`src/rtl/if_id_queue.sv`:
```
// Fetch-to-decode instruction queue: a small circular FIFO of {instr, pc}
// pairs. The head entry is presented to decode with a valid/ready handshake.
// The full flag doubles as the fetch stall.
module if_id_queue #(
  parameter int          DEPTH    = 4,
  parameter int          PTR_W    = 2,
  parameter logic [31:0] RESET_PC = 32'h0000_3000
) (
  input  logic           clk,
  input  logic           Reset,
  input  logic           in_valid,
  input  logic [31:0]    in_instr,
  input  logic [31:0]    in_pc,
  input  logic           flush,
  input  logic           out_ready,
  output logic           full,
  output logic           out_valid,
  output logic [31:0]    out_instr,
  output logic [31:0]    out_pc,
  output logic [31:0]    out_pc4,
  output logic [31:0]    out_pc8,
  output logic [PTR_W:0] count
);

  typedef struct packed {
    logic [31:0] instr;
    logic [31:0] pc;
  } entry_t;

  localparam logic [PTR_W:0] FULL_CNT = (PTR_W+1)'(DEPTH);

  entry_t         mem [DEPTH];
  logic [PTR_W-1:0] rd_ptr, wr_ptr;
  logic [PTR_W:0]   cnt_q;
  logic             push, pop;
  entry_t           head;

  // Status comes only from the registered count, so full/out_valid have
  // no combinational path from in_valid or out_ready.
  assign full      = (cnt_q == FULL_CNT);
  assign out_valid = (cnt_q != '0);
  assign count     = cnt_q;

  // An empty queue never pops, so a fresh entry surfaces one cycle later.
  assign push = in_valid & ~full;
  assign pop  = out_valid & out_ready;

  // Pointer and occupancy state; reset beats flush beats normal traffic.
  always_ff @(posedge clk) begin
    if (Reset || flush) begin
      rd_ptr <= '0;
      wr_ptr <= '0;
      cnt_q  <= '0;
    end else begin
      if (push) wr_ptr <= wr_ptr + 1'b1;
      if (pop)  rd_ptr <= rd_ptr + 1'b1;
      cnt_q <= cnt_q + (PTR_W+1)'(push) - (PTR_W+1)'(pop);
    end
  end

  // Entry storage; a push in a flush or reset cycle is wrong-path and dropped.
  always_ff @(posedge clk) begin
    if (push && !flush && !Reset) begin
      mem[wr_ptr] <= '{instr: in_instr, pc: in_pc};
    end
  end

  // Head read, masked to a nop at RESET_PC when nothing is queued.
  always_comb begin
    head      = mem[rd_ptr];
    out_instr = 32'h0;
    out_pc    = RESET_PC;
    if (out_valid) begin
      out_instr = head.instr;
      out_pc    = head.pc;
    end
  end

  assign out_pc4 = out_pc + 32'd4;
  assign out_pc8 = out_pc + 32'd8;

  // Occupancy can never exceed the array size.
  a_cnt_bound: assert property (@(posedge clk) disable iff (Reset) cnt_q <= FULL_CNT);

endmodule

```
`config.mk`:
```
export PLATFORM = sky130hd
export DESIGN_NAME = if_id_queue
export DESIGN_NICKNAME = d
export VERILOG_FILES = /design/src/rtl/if_id_queue.sv
export SDC_FILE = /design/constraint.sdc
export NUM_CORES = 1
export LEC_CHECK = 0
export ABC_AREA = 0
export CORE_MARGIN = 8
export CORE_UTILIZATION = 55
export CTS_CLUSTER_DIAMETER = 150
export DETAILED_ROUTE_END_ITERATION = 6
export PLACE_DENSITY = 0.85
export SYNTH_ARGS = -nofsm -noshare
export SYNTH_HDL_FRONTEND = slang
export SYNTH_SLANG_ARGS = --single-unit
```
`constraint.sdc`:
```
create_clock -name clk -period 7.05 [get_ports clk]
set_input_delay 1.0575 -clock clk [delete_from_list [all_inputs] [get_ports clk]]
set_output_delay 1.0575 -clock clk [all_outputs]
set_load 0.03 [all_outputs]
```
==> impl_results.md <==
* Share of the synthesized area in the top cell type at 0.657
* Most common cell after layout, fill and taps aside: edfxtp_1
* Largest net degree at the start of global routing at 65
* Vias at 6714
* Seq/Total Area, Yosys at 0.673
* Max Cap Violations at 0
* Post-synthesis average cell area at 17.0 sq um
* CTS tree: yes
* Max-slew violations at 0
* Slew margin rel. at 0.337
* Synth warnings at 0
* Area added between synthesis and finish at 25.9%
* Synth top area cells: edfxtp_1, mux4_2, mux4_1
* Initial core utilization at 0.558
* Cell leakage power at 0.00481 uW
* DP HPWL at 18000 um
* Number of setup violations in the final report at 0
* # IOs at 202
* Drt first pass iters at 5
* Later-pin clock latency in the skew report at 0.53 ns
* Placed inst area at 13900 sq um
* Area of the core at 21000 sq um
* Unrepaired setup endpoints after global routing: no
* Vias in the first global route at 6959
* Max Root-Sink Buffers at 3
* Fill cells at 1401
* Cell taking the most area after synthesis: edfxtp_1
* First-pass GRT wire length at 39400 um
* Critical path, cell by cell: buf_4 -> mux4_1 -> nand2_1 -> nor4_1 -> nand2_1 -> nor2_1 -> xnor2_1 -> clkdlybuf4s50_1
* Routability cong. at between 0.9 and 1
* Crit path largest cell delay at ~0.73 ns
* Clk sinks at 265
* H-tree levels at 1
* Syn_nets at 767
* WL/cell at between 20 and 25 um
* Detailed Route Iter0 Violations at approximately 420
* Number of distinct library cells after synthesis at 44
* CP required at between 5 and 6 ns
* Buf+Inv Stages, Crit Path at 2
* Startpoint Class: register
* Worst EP arrival at 4.54 ns
* Slowest-stage cell, CP: buf_4
* Final period utilization at 0.793
* WL final at 26100 um
* Cell mode on critical path: nand2_1
* Fraction of layout cells with a size suffix above 1 at 0.138
* Async set-or-reset flop fraction in the synthesized netlist at 0
* Initial antenna violation count at 3
* # diodes at 0
* Syn Inst Count at 689
* Highest-count cells in the layout ignoring fill and taps: edfxtp_1, clkdlybuf4s50_1, nand2_1, mux4_2, and2_1
* CTS Root Cell: clkbuf_16
* Worst Max-Slew Pin Slew at approximately 0.99 ns
* Die area at 26200 sq um
* # DRC at 0
* Die height at 162 um
* Worst Setup End Kind: output pin
* Fmax at 179 MHz
* Minimum clock period at 5.59 ns
* Final Cell Area at 14700 sq um
* GRT Util Overall at 0.193
* Setup CP Type: register to output pin
* Vias per inst at 5.67
* Setup_tns at 0 ns
* CTS clk-pin slew, worst paths at 0.06 ns
* Port Buffer Count at around 200
* VDD IR max at about 0.0002 V
* Total gr overflow at 0
* Main flop type after synthesis: edfxtp_1
* Final Hold Viols at 0
* Total CTS buffers at 27
* Die W at 162 um
* Mapped Area at 11700 sq um
* #FFs+latches synth at 265
* Class of the worst hold path: register to register
* Cts hold-fix bufs at 0
* EDFF count, synth at between 200 and 300
* Power Density at 252 nW/um^2
* Clock skew at roughly 0.03 ns
* Status: finished, final reports clean
* Worst-path fanout max at 45
* Antenna-violating nets left at 0
* Resize count post-CTS at 0
* Critical path's top delay family: buffers and inverters
* # nets final at 967
* Row cnt at 53
* # Post-CTS Setup Buffers at 0
-- where the power goes --
group,internal [uW],switching [uW]
registers,1750,11.0
clock network,812,552
logic,241,345
total,2800,908
-- logic make-up after synthesis --
| kind of cell | share of synthesized area |
|---|---|
| flip-flops | 0.673 |
| AND/OR/NAND/NOR | 0.0979 |
| multiplexers | 0.145 |
| buffers and inverters | 0.0300 |
| XOR/XNOR | 0.0419 |
| adder cells (fa/ha/maj) | 0.0103 |
| AO/OA/AOI/OAI | 0.00246 |
-- layer usage --
layer	up-vias	GRT usage	wire [um]
li1	3018	-	-
met3	66	0.0542	2360
met4	6	0.0724	903
met2	285	0.321	12400
met1	3339	0.238	10400
met5	-	0	41
-- final cells by class --
type,count,area (sq um),area share
flip-flops and latches,265,7880,0.535
clock inverters,16,156,0.0106
well taps,275,344,0.0234
multi-input cells,357,3490,0.237
inverters,33,124,0.00841
clock buffers,33,698,0.0474
repair buffers,205,2040,0.139
-- per-stage QoR --
step / total power [uW] / util / std cells / setup slack (ns) / hold slack [ns]
finish: 3710 / 0.703 / 1184 / 1.46 / 0.556
global route: 3830 / 0.703 / 1184 / 1.16 / 0.589
CTS: 3740 / 0.703 / 1184 / 1.42 / 0.560
detailed placement: 2380 / 0.662 / 1135 / 2.02 / 0.527
global placement: 2370 / 0.662 / 1135 / 1.98 / 0.527
floorplan: 2120 / - / 689 / 1.32 / 0.485
-- sequential cells by signal (all words and copies together), names as in the netlist, named ones only --
| signal | cells |
|---|---|
| mem | 256 |
| count | 3 |
| wr_ptr | 2 |
| rd_ptr | 2 |
-- path summary, 6_finish.rpt --
path	startpoint	slack, ns	endpoint	depth (start not counted)
hold reg to reg	rd_ptr[0]	0.56	rd_ptr[0]	2
hold / removal	rd_ptr[0]	0.56	rd_ptr[0]	2
setup / recovery	register	1.46	out_pc8[29]	8
setup reg to reg	count[1]	4.36	count[2]	11
-- worst register-to-register path: cells and delay by family (launching register included) --
family | cells | cell delay (ns)
adder cells (fa/ha/maj) | 3 | 0.84
buffers and inverters | 3 | 0.53
AND/OR/NAND/NOR | 3 | 0.52
flip-flops | 1 | 0.37
XOR/XNOR | 2 | 0.33
-- synth_stat cells, types with 3 or more instances --
library cell,n
buf_4,8
o21ai_0,3
nor4_2,4
buf_6,4
buf_2,5
nor2_1,39
xor2_1,15
inv_1,33
mux4_1,14
nand3_1,9
xnor2_1,41
and2_1,46
mux4_2,58
nor4_1,3
clkbuf_1,14
dfxtp_1,9
nand2_1,74
or2_2,3
nand4_1,10
ha_1,8
or3_1,3
edfxtp_1,256
No activity file was read; power rests on OpenSTA's default activity.
